--- src/rtl/eh2_pkg.sv ---
// eh2_pkg: shared configuration type and LSU halt-sync FSM encoding
//   eh2_param_t          core configuration (NUM_THREADS: 1 or 2)
//   EH2_PARAM_DEFAULT    default configuration, two threads
//   eh2_lsu_halt_state_e per-thread halt FSM state
package eh2_pkg;

    typedef struct packed {
        int unsigned NUM_THREADS;
    } eh2_param_t;

    localparam eh2_param_t EH2_PARAM_DEFAULT = '{NUM_THREADS: 32'd2};

    typedef enum logic [1:0] {
        IDLE  = 2'b00,
        SYNC  = 2'b01,
        DRAIN = 2'b10,
        DONE  = 2'b11
    } eh2_lsu_halt_state_e;

endpackage

--- src/rtl/eh2_lsu_halt_sync_thr.sv ---
// eh2_lsu_halt_sync_thr: one thread's force-halt bus alignment and drain tracker
//   clk, rst_l           core clock, async active-low reset
//   i_force_halt         level force-halt request
//   i_bus_clk_en         strobe for cycles carrying a bus clock edge
//   i_bus_buffer_empty, i_stbuf_empty, i_bus_idle  drain status
//   o_halt_bus           bus-aligned force halt
//   o_done               drained (or timed out) under force halt, sticky until release
//   o_timeout            drain ended by timeout
// Optional drain timeout enabled by RV_LSU_HALT_TIMEOUT_EN.
module eh2_lsu_halt_sync_thr
    import eh2_pkg::*;
#(
    parameter int TIMEOUT_W = 8
) (
    input  logic clk,
    input  logic rst_l,
    input  logic i_force_halt,
    input  logic i_bus_clk_en,
    input  logic i_bus_buffer_empty,
    input  logic i_stbuf_empty,
    input  logic i_bus_idle,
    output logic o_halt_bus,
    output logic o_done,
    output logic o_timeout
);

    eh2_lsu_halt_state_e r_state, w_state_nxt;
    logic r_halt_bus, r_done, r_timeout;
    logic w_halt_bus_nxt, w_done_nxt, w_timeout_nxt;
    logic w_drained, w_release, w_to_hit;

    assign w_drained = i_bus_buffer_empty & i_stbuf_empty & i_bus_idle;
    assign w_release = ~i_force_halt & i_bus_clk_en;

`ifdef RV_LSU_HALT_TIMEOUT_EN
    logic [TIMEOUT_W-1:0] r_cnt;

    assign w_to_hit = &r_cnt;

    // Held at zero outside DRAIN so every DRAIN entry starts a fresh count.
    always_ff @(posedge clk or negedge rst_l) begin
        if (!rst_l)
            r_cnt <= '0;
        else if (r_state != DRAIN)
            r_cnt <= '0;
        else if (i_bus_clk_en && !w_to_hit)
            r_cnt <= r_cnt + TIMEOUT_W'(1);
    end
`else
    // No counter: the drain can never time out (width is only referenced here).
    assign w_to_hit = (TIMEOUT_W < 0);
`endif

    always_comb begin
        w_state_nxt    = r_state;
        w_halt_bus_nxt = r_halt_bus;
        w_done_nxt     = r_done;
        w_timeout_nxt  = r_timeout;
        unique case (r_state)
            IDLE: w_state_nxt = i_force_halt ? SYNC : IDLE;
            SYNC: begin
                if (!i_force_halt)
                    w_state_nxt = IDLE;
                else if (i_bus_clk_en) begin
                    w_state_nxt    = DRAIN;
                    w_halt_bus_nxt = 1'b1;
                end
            end
            DRAIN: begin
                // Release beats drained, drained beats timeout.
                if (w_release) begin
                    w_state_nxt    = IDLE;
                    w_halt_bus_nxt = 1'b0;
                end else if (w_drained || w_to_hit) begin
                    w_state_nxt   = DONE;
                    w_done_nxt    = 1'b1;
                    w_timeout_nxt = ~w_drained;
                end
            end
            DONE: begin
                if (w_release) begin
                    w_state_nxt    = IDLE;
                    w_halt_bus_nxt = 1'b0;
                    w_done_nxt     = 1'b0;
                    w_timeout_nxt  = 1'b0;
                end
            end
            default: w_state_nxt = IDLE;
        endcase
    end

    always_ff @(posedge clk or negedge rst_l) begin
        if (!rst_l) begin
            r_state    <= IDLE;
            r_halt_bus <= 1'b0;
            r_done     <= 1'b0;
            r_timeout  <= 1'b0;
        end else begin
            r_state    <= w_state_nxt;
            r_halt_bus <= w_halt_bus_nxt;
            r_done     <= w_done_nxt;
            r_timeout  <= w_timeout_nxt;
        end
    end

    assign o_halt_bus = r_halt_bus;
    assign o_done     = r_done;
    assign o_timeout  = r_timeout;

endmodule

--- src/rtl/eh2_lsu_halt_sync.sv ---
// eh2_lsu_halt_sync: per-thread force-halt bus synchronizer and LSU drain tracker
//   clk, rst_l                  core clock, async active-low reset
//   dec_tlu_force_halt[NT]      level force-halt request per thread
//   lsu_bus_clk_en              strobe for cycles carrying a bus clock edge
//   lsu_bus_buffer_empty_any[NT], lsu_stbuf_empty_any[NT], lsu_bus_idle_any[NT]
//   dec_tlu_force_halt_bus[NT]  bus-aligned force halt
//   lsu_force_halt_done[NT]     LSU drained under force halt
//   lsu_force_halt_timeout[NT]  drain ended by timeout
// Optional drain timeout enabled by RV_LSU_HALT_TIMEOUT_EN.
module eh2_lsu_halt_sync
    import eh2_pkg::*;
#(
    parameter eh2_param_t pt        = EH2_PARAM_DEFAULT,
    parameter int         TIMEOUT_W = 8
) (
    input  logic                      clk,
    input  logic                      rst_l,
    input  logic [pt.NUM_THREADS-1:0] dec_tlu_force_halt,
    input  logic                      lsu_bus_clk_en,
    input  logic [pt.NUM_THREADS-1:0] lsu_bus_buffer_empty_any,
    input  logic [pt.NUM_THREADS-1:0] lsu_stbuf_empty_any,
    input  logic [pt.NUM_THREADS-1:0] lsu_bus_idle_any,
    output logic [pt.NUM_THREADS-1:0] dec_tlu_force_halt_bus,
    output logic [pt.NUM_THREADS-1:0] lsu_force_halt_done,
    output logic [pt.NUM_THREADS-1:0] lsu_force_halt_timeout
);

    for (genvar i = 0; i < pt.NUM_THREADS; i++) begin : g_thr
        eh2_lsu_halt_sync_thr #(
            .TIMEOUT_W(TIMEOUT_W)
        ) u_thr (
            .clk               (clk),
            .rst_l             (rst_l),
            .i_force_halt      (dec_tlu_force_halt[i]),
            .i_bus_clk_en      (lsu_bus_clk_en),
            .i_bus_buffer_empty(lsu_bus_buffer_empty_any[i]),
            .i_stbuf_empty     (lsu_stbuf_empty_any[i]),
            .i_bus_idle        (lsu_bus_idle_any[i]),
            .o_halt_bus        (dec_tlu_force_halt_bus[i]),
            .o_done            (lsu_force_halt_done[i]),
            .o_timeout         (lsu_force_halt_timeout[i])
        );
    end

endmodule

--- config.mk ---
export PLATFORM = sky130hd
export DESIGN_NAME = eh2_lsu_halt_sync
export DESIGN_NICKNAME = d
export VERILOG_FILES = /design/src/rtl/eh2_pkg.sv /design/src/rtl/eh2_lsu_halt_sync_thr.sv /design/src/rtl/eh2_lsu_halt_sync.sv
export SDC_FILE = /design/constraint.sdc
export NUM_CORES = 1
export LEC_CHECK = 0
export BUFFER_PORTS_ARGS = -buffer_cell sky130_fd_sc_hd__clkbuf_2
export CAP_MARGIN = 25
export CORE_AREA = 10 10 47 49
export DETAILED_ROUTE_END_ITERATION = 12
export DIE_AREA = 0 0 57 59
export PLACE_DENSITY = 0.69
export REMOVE_ABC_BUFFERS = 1
export SLEW_MARGIN = 20
export SYNTH_ARGS = -nofsm -noshare
export SYNTH_HDL_FRONTEND = slang
export SYNTH_SLANG_ARGS = --single-unit
--- constraint.sdc ---
create_clock -name clk -period 1.15 [get_ports clk]
set_clock_uncertainty 0.15 [all_clocks]
set_input_delay 0.115 -clock clk [delete_from_list [all_inputs] [get_ports clk]]
set_output_delay 0.115 -clock clk [all_outputs]
set_load 0.005 [all_outputs]
* Yosys cells after proc, flatten, opt, wreduce, memory -nomap -nowiden *
Cells that the tools add are included.

operators by class
  reductions and logical operators = 14
  equality and inequality tests = 22
  multiplexer cells = 32
  bitwise gates (word level) = 10

operator list
  operator                                              number
  two-way mux 2 bit                                     9
  case mux 2 bit (4 select lines)                       2
  AND reduction 4 bit                                   4
  two-way mux 1 bit                                     15
  != test 2 x 1 -> 1 bit (second input constant)        6
  != test 2 bit (second input constant)                 6
  case mux 1 bit (2 select lines)                       6
  equality test 2 bit (second input constant)           4
  nonzero test 2 bit                                    4
  AND 1 bit                                             6
  != test 3 x 1 -> 1 bit (second input constant)        2
  != test 3 bit (second input constant)                 2
  AND reduction 3 bit                                   2
  equality test 2 x 1 -> 1 bit (second input constant)  2
  zero test 2 bit                                       2
  inverter 1 bit                                        4
  OR reduction 2 bit                                    2

storage, ports and cells
  input port bits = 11
  output and inout port bits = 6
  logic and storage cells = 86
  bits in registers = 10

* Depth between registers and ports, before layout *
Gate-level depths: netlist (run 1).

  depth after elaboration = 6
  gate-level depth with buffers = 3
  mapped depth without buffers = 3

* Modules after synthesis *
From an unflattened synthesis (run 1), not the netlist that was laid out.

second synthesis, totals
  cells, all modules = 44
  area total of the unflattened synthesis = 467.9 um^2

modules (own cells, without submodules)
  module                 instances  area an instance (um^2)  cells an instance  seq. area each (um^2)
  eh2_lsu_halt_sync_thr  2          234.0                    22                 125.1

* Least setup slack after synthesis (run 1) *
OpenSTA, ideal clock, no wires.

  path type = register -> register
  from = reg g_thr[1].u_thr.r_state[0]
  to = reg g_thr[1].u_thr.r_timeout
  buffers on the path = 0
  setup time = 0.120 ns
  required time = 0.880 ns
  arrival time = 0.879 ns
  stages on the path, launching flop included = 4
  setup slack = 0.001 ns
  period minus slack after synthesis = 1.149 ns
  path through = dfrtp_1 -> and4b_1 -> nand3_2 -> o211a_1

between the ends
  word-level cells in the longest chain between the ends = 3
  elaborated cells on any way between the ends = 8
  those cells by class = 5 x eq/ne; 1 x mux; 2 x reduce/logical

RTL lines
  what                                                            line                          source
  start: declaration                                              eh2_lsu_halt_sync_thr.sv:27   eh2_lsu_halt_state_e r_state, w_state_nxt;
  start signal: assignment                                        eh2_lsu_halt_sync_thr.sv:99   r_state <= w_state_nxt;
  equality test 2 bit                                             eh2_lsu_halt_sync_thr.sv:59   unique case (r_state)
  != test 2 x 1 -> 1 bit (no line), or another cell as far along  -
  AND reduction 4 bit (no line)                                   -
  end signal: assignment                                          eh2_lsu_halt_sync_thr.sv:102  r_timeout <= w_timeout_nxt;
  end: declaration                                                eh2_lsu_halt_sync_thr.sv:28   logic r_halt_bus, r_done, r_timeout;

Parallel ways exist; a longest one is shown, timed or not.
A chain may end at the register's enable or synchronous reset.

* Final worst setup path (run 1) *
  from = in lsu_bus_idle_any[0]
  to = reg g_thr[0].u_thr.r_timeout

between the ends
  word-level cells in the longest chain between the ends = 5
  elaborated cells on any way between the ends = 7
  those cells by class = 1 x eq/ne; 3 x mux; 2 x bitwise; 1 x reduce/logical

RTL lines
  what                             line                          source
  start: declaration               eh2_lsu_halt_sync.sv:22       input logic [pt.NUM_THREADS-1:0] lsu_bus_idle_any,
  AND 1 bit (*)                    eh2_lsu_halt_sync_thr.sv:32   assign w_drained = i_bus_buffer_empty & i_stbuf_empty & i_bus_idle;
  inverter 1 bit                   eh2_lsu_halt_sync_thr.sv:77   w_timeout_nxt = ~w_drained;
  two-way mux 1 bit                eh2_lsu_halt_sync_thr.sv:74   end else if (w_drained || w_to_hit) begin
  two-way mux 1 bit                eh2_lsu_halt_sync_thr.sv:71   if (w_release) begin
  case mux 1 bit (2 select lines)  eh2_lsu_halt_sync_thr.sv:59
  end signal: assignment           eh2_lsu_halt_sync_thr.sv:102
  end: declaration                 eh2_lsu_halt_sync_thr.sv:28

Every way passes the cells marked *; elsewhere a longest branch is shown, timed or not. The select of a mux whose other input is x is not followed.

==> impl_metrics.json, run 1 <==
{
  "status": "finished, final reports clean",
  "r2r_setup_slack_ps": 30,
  "drv_slew": 0,
  "nets": 81,
  "via_count": 424,
  "yosysTopAreaCell": "dfrtp_1",
  "root_buffer": "clkbuf_4",
  "firstDrtPassIters": 4,
  "yosys.area.top_type_share_pct": 49.8,
  "cts.clk_slew.worst_paths_ps": 60,
  "crit_buf_inv": 2,
  "setup_viol_count_final": 0,
  "grt_max_degree": 11,
  "grt_pass1_vias": 454,
  "start_kind": "primary input",
  "end_kind": "flip-flop",
  "async_reset_ff_share_pct": 100,
  "numClockSinks": 10,
  "slew_headroom_pct": 83.0,
  "avgRoutedWirePerCell_um": 11.7,
  "drc": 0,
  "grt_pass1_wl_mm": 1.80,
  "r2r_end": "g_thr[1].u_thr.o_timeout",
  "numPortBuffers": 16,
  "antenna_found_initial": 0,
  "areaGrowthSynthToFinish_pct": 30.1,
  "core_area_um2": 1400,
  "start_util_pct": 35.9,
  "cts_setup_buffers": 0,
  "gp_congestion": 0.631,
  "synthDistinctLibCells": 21,
  "critPathArrivalTime_ps": 1120,
  "cts_buffers": 3,
  "hold_viol_final": 0,
  "place_hpwl_um": 822,
  "synth-compound-area-share_pct": 18.7,
  "synth_edf_count": 0,
  "finalSetupTns_ps": 0,
  "fin_crit_ps": 1120,
  "synth_top_family_by_area": "simple AND/OR/NAND/NOR gates",
  "wl_met1_um": 404,
  "die_area_um2": 3360,
  "synthMuxAreaShare_pct": 0,
  "p_per_area_nw_per_um2": 1650,
  "ir_drop_mv": 0.774,
  "hold_depth": 3,
  "ant_nets": 0,
  "slowest_delay_ps": 530,
  "crit_family": "buffers and inverters",
  "slowest_stage": "dlygate4sd3_1",
  "clock_latency_ps": 250,
  "drive_gt1_share_pct": 39.1,
  "synthFlopType": "dfrtp_1",
  "worstSetupPathType": "primary input to flip-flop",
  "intPower_mw": 0.777,
  "die_width_um": 57,
  "yosysWarnings": 0,
  "switching_power_mw": 0.304,
  "power_mw": 1.08,
  "htree_levels": 1,
  "io_pins": 17,
  "ys_ff_latch": 10,
  "dr_wl_met3_um": 108,
  "track_usage_pct": 6.50,
  "timing.fmax_mhz": 894,
  "grt-ovfl-total": 0,
  "synth_xor_area_share_pct": 0,
  "worstPathMaxFanout": 2,
  "p_sw_share_pct": 28.2,
  "path_cells": "dlygate4sd3_1 > clkbuf_2 > nand3_2 > nand3b_1 > o211a_1",
  "worst_slew_pin_slew_ps": 255,
  "seqPwrFrac_pct": 46.9,
  "cts_buffer_depth": 2,
  "p_clk_share_pct": 28.1,
  "die_height_um": 59,
  "cts_tree": "built",
  "placementRows": 14,
  "via_per_inst": 4.99,
  "synthCells": 50,
  "dr_wl_met2_um": 485,
  "diodes": 0,
  "synthAdderAreaFrac_pct": 0,
  "r2r_cells": 3,
  "rsz0062_at_grt": "true",
  "min-delay-path-class": "primary input to flip-flop",
  "synthSimpleGateAreaFrac_pct": 21.1,
  "maxCapViolCount": 0,
  "syn-cell-area_um2": 503,
  "highest_layer": "met3",
  "worstPathRequired_ps": 1150,
  "avgSynthCellArea_um2": 10.1,
  "hold_start": "dec_tlu_force_halt[0]",
  "fillers": 140,
  "yosysMostFrequentCell": "dfrtp_1",
  "power_leakage_nw": 0.330,
  "yosysSeqAreaShare_pct": 49.8,
  "p_comb_share_pct": 25.0,
  "drtIter0Drc": 6,
  "ys_top_cells_by_area": "dfrtp_1 (50%), buf_4 (9.0%), nand2_1 (4.5%)",
  "fin_crit_sh_pct": 97.3,
  "synth_common_cells": "dfrtp_1 (10), buf_4 (6), nand2_1 (6)",
  "rr_startpoint": "g_thr[1].u_thr.r_state[0]",
  "wl_um": 998,
  "worstHoldEndpoint": "g_thr[0].u_thr.r_state[0]"
}
==> power by group through the flow <==
stage / logic [mW] / registers [mW] / clock network [mW]
6_report: 0.270 / 0.507 / 0.303
5_1_grt: 0.316 / 0.523 / 0.335
4_1_cts: 0.278 / 0.505 / 0.317
3_5_place_dp: 0.265 / 0.511 / 0
3_3_place_gp: 0.258 / 0.509 / 0
2_1_floorplan: 0.132 / 0.513 / 0
==> final cells by class <==
type	count	area, um2	share of cell area [%]
Sequential cell	10	253	38.6
Multi-Input combinational cell	32	205	31.4
Timing Repair Buffer	21	133	20.3
Clock buffer	4	36.3	5.54
Tap cell	16	20.0	3.06
Inverter	2	7.51	1.15
==> stage by stage <==
stage	util [%]	hold WS (ps)	setup slack, ps	cell area [um2]	cells
floorplan	-	-331	0.673	458	44
global placement	40.4	-153	24.6	566	77
finish	46.7	29.2	31.0	654	85
detailed placement	40.4	-153	19.2	566	77
CTS	46.5	17.5	0.846	652	86
global route	46.7	34.8	-54.3	654	85
==> state kept, by name, indices dropped and copies added (netlist names) <==
signal	cells
g_thr.u_thr.r_state	4
g_thr.u_thr.o_done	2
g_thr.u_thr.o_halt_bus	2
g_thr.u_thr.o_timeout	2
==> how the worst max path moves through the flow <==
stage                                         start                        to  cells after the start
after floorplan           g_thr[1].u_thr.r_state[0]  g_thr[1].u_thr.o_timeout                      3
after global placement    g_thr[1].u_thr.r_state[0]  g_thr[1].u_thr.o_timeout                      3
after detailed placement  g_thr[1].u_thr.r_state[0]  g_thr[1].u_thr.o_timeout                      3
after CTS                 g_thr[1].u_thr.r_state[0]  g_thr[1].u_thr.o_timeout                      3
after global routing      g_thr[1].u_thr.r_state[0]  g_thr[1].u_thr.o_timeout                      3
final                           lsu_bus_idle_any[0]  g_thr[0].u_thr.o_timeout                      5
==> layer usage <==
layer / GRT usage [%] / up-vias
met2: 11.0 / 14
li1: - / 209
met5: 0 / -
met1: 6.33 / 201
met3: 3.65 / 0
met4: 3.02 / 0
==> logic make-up (layout without fill, tap and decap cells) <==
logic type             after synthesis  count (layout)
DFF                                 10              10
buffers and inverters                8              27
AOI/OAI and AO/OA                   14              14
and+or+nand+nor                     18              18
==> cell usage in the layout, fill, tap and decap left out, drive strengths merged <==
cell and instances:
nor2b 2, o21bai 1, o21ai 3, o22ai 1, nand2b 2, a22o 1
clkbuf 19, o211ai 1, a21oi 3, nand2 7, and4b 1, a21boi 1
nor2 2, o211a 2, nand3b 2, dlygate4sd3 5, dfrtp 10, inv 2
buf 1, a31oi 1, nand3 2
==> worst min-delay path: stages <==
cell and delay [ps]:
clkbuf_2 100, o22ai_1 70, a21oi_1 110
==> what timing repair did <==
item | 4_1_cts | 5_1_grt
resized for setup | 0 | 3
hold endpoints to repair | 12 | 0
setup endpoints to repair | 0 | 4
hold buffers | 5 | 0
Note: power is estimated with default switching activity, not from simulation.
==> run 2, diff against run 1 <==
PLACE_DENSITY = 0.63   (was 0.69)
REMOVE_ABC_BUFFERS = not set   (was 1)
==> run 2 against run 1 <==
Net effect:
- the run now ends with hold timing left
- clock power increased by 5%
- register-to-register slack about the same
- largest cell class unchanged
- first-iteration DRC count is the same
- count of clock-buffer cells in the layout did not move
- wire length is 3.0% higher
- maximum frequency hardly changed
- core utilization increased by 1.3 points
- hold slack lost 31 ps
- cell count up 2.4%
- via count decreased by 4.5%
- critical path type is now flip-flop to flip-flop
==> impl_metrics.json, run 2 (synthesis results as in run 1) <==
{
  "start_util_pct": 35.9,
  "numClockSinks": 10,
  "die_height_um": 59,
  "startpoint": "g_thr[1].u_thr.r_state[0]",
  "violations": "hold timing",
  "critPathArrivalTime_ps": 1130,
  "die_area_um2": 3360,
  "dpl_cell_area_um2": 573,
  "areaGrowthSynthToFinish_pct": 33.6,
  "fin_cells": 87,
  "via_per_inst": 4.66,
  "dp_cells": 78,
  "numPortBuffers": 16,
  "grt_max_degree": 11,
  "p_per_area_nw_per_um2": 1660,
  "power_leakage_nw": 0.345,
  "drive_gt1_share_pct": 39.4,
  "seqPwrFrac_pct": 45.4,
  "layout_commonest_cell": "clkbuf_2",
  "switching_power_mw": 0.326,
  "avgRoutedWirePerCell_um": 11.8,
  "root_buffer": "clkbuf_4",
  "ir_drop_mv": 0.930,
  "seqCellArea_um2": 250,
  "via_count": 405,
  "antenna_found_initial": 0,
  "htree_levels": 1,
  "grt.busiest_layer": "met2",
  "min-delay-path-class": "primary input to flip-flop",
  "rsz0062_at_grt": "true",
  "synth_fp_nets": 61,
  "maxCapViolCount": 0,
  "firstDrtPassIters": 4,
  "multi_input_area_um2": 213,
  "ant_nets": 0,
  "fin_crit_ps": 1120,
  "core_area_um2": 1400,
  "p_clk_share_pct": 28.4,
  "gp_congestion": 0.701,
  "grt-ovfl-total": 0,
  "final_area_um2": 672,
  "cts.clk_slew.worst_paths_ps": 70,
  "met2_usage_pct": 10.1,
  "end_kind": "flip-flop",
  "grt_pass1_wl_mm": 1.75,
  "hold_start": "dec_tlu_force_halt[0]",
  "grt_pass1_vias": 407,
  "clock_latency_ps": 260,
  "cts_setup_buffers": 0,
  "largest_register_ffs": 4,
  "hold_viol_final": 1,
  "fillers": 138,
  "p_comb_share_pct": 26.2,
  "slew_headroom_pct": 83.7,
  "status": "finished with violations",
  "final_core_util_pct": 47.9,
  "regMostFlops": "g_thr.u_thr.r_state",
  "p_sw_share_pct": 29.2,
  "io_pins": 17,
  "worstPathRequired_ps": 1160,
  "start_kind": "flip-flop",
  "cts_buffers": 3,
  "use_met1_pct": 7.22,
  "whs_ps": -1.69,
  "fin_crit_sh_pct": 97.2,
  "timing.fmax_mhz": 894,
  "wl_mm": 1.03,
  "drtIter0Drc": 6,
  "grtUsageMet3_pct": 1.93,
  "track_usage_pct": 6.47,
  "setup_viol_count_final": 0,
  "die_width_um": 57,
  "cts_buffer_depth": 2,
  "final_cell_mix": "clkbuf_2 (16), dfrtp_1 (10), nand2_1 (6), dlygate4sd3_1 (5)",
  "rr_startpoint": "g_thr[1].u_thr.r_state[0]",
  "cts_tree": "built",
  "placementRows": 14,
  "drv_slew": 0,
  "worstSetupPathType": "flip-flop to flip-flop",
  "diodes": 0,
  "drc": 0,
  "nets": 83,
  "intPower_mw": 0.791,
  "worst_slew_pin_slew_ps": 245,
  "worstPathMaxFanout": 2
}
==> run 2: changes by cell type in the layout (fill, tap and decap cells not counted) <==
cell,delta
clkbuf_2,+1
nor2b_1,-1
dfrtp_2,-2
dfrtp_1,+2
nor2b_4,+1
buf_4,+1
==> run 2: path summary, 6_finish.rpt <==
check,end,slack (ps),depth (start not counted)
worst max register to register,g_thr[1].u_thr.o_timeout,30,3
worst min-delay path,g_thr[0].u_thr.r_state[0],-2,3
min in group asynchronous,g_thr[0].u_thr.o_halt_bus,90,2
worst min register to register,g_thr[1].u_thr.o_done,340,2
max in group asynchronous,g_thr[1].u_thr.o_done,560,2
worst max-delay path,g_thr[1].u_thr.o_timeout,30,3
==> run 2: per-layer routing <==
| metal | wire (um) | part of all wire (%) | vias up |
|---|---|---|---|
| met1 | 481 | 47 | 187 |
| met4 | 10 | 0.97 | 0 |
| met3 | 31 | 3.0 | 2 |
| met5 | 0 | 0 | - |
| li1 | - | - | 209 |
| met2 | 505 | 49 | 7 |
==> run 2: timing repair <==
item	CTS	global route
hold buffers	5	0
resized for setup	0	3
endpoints found under the hold margin	12	0
endpoints found under the setup margin	0	2
==> run 2: critical path: stages, from the launching register on <==
cell and delay [ps]:
dfrtp_1 370, and4b_1 280, nand3_2 90, o211a_1 120
==> run 2: area by class of cell <==
class,count,area share [%]
Timing Repair Buffer,23,21.6
Multi-Input combinational cell,32,31.7
Inverter,2,1.12
Sequential cell,10,37.2
Clock buffer,4,5.40
Tap cell,16,2.98
==> run 2: power groups by stage <==
stage                     Combinational, mW  Clock [mW]  Sequential, mW
final                                 0.293       0.317           0.508
after global routing                  0.327       0.345           0.524
after CTS                             0.292       0.319           0.504
after detailed placement              0.274           0           0.511
after global placement                0.269           0           0.511
after floorplan                       0.208           0           0.503
==> run 2: per-stage QoR <==
| step | power [mW] | setup slack, ps | setup TNS, ps | hold slack, ps |
|---|---|---|---|---|
| after global routing | 1.20 | -17.6 | -23.1 | 34.9 |
| after CTS | 1.11 | 3.35 | 0 | 5.40 |
| after global placement | 0.780 | 43.0 | 0 | -150 |
| final | 1.12 | 31.9 | 0 | -1.69 |
| after detailed placement | 0.785 | 15.6 | 0 | -157 |
| after floorplan | 0.711 | 0.673 | 0 | -331 |
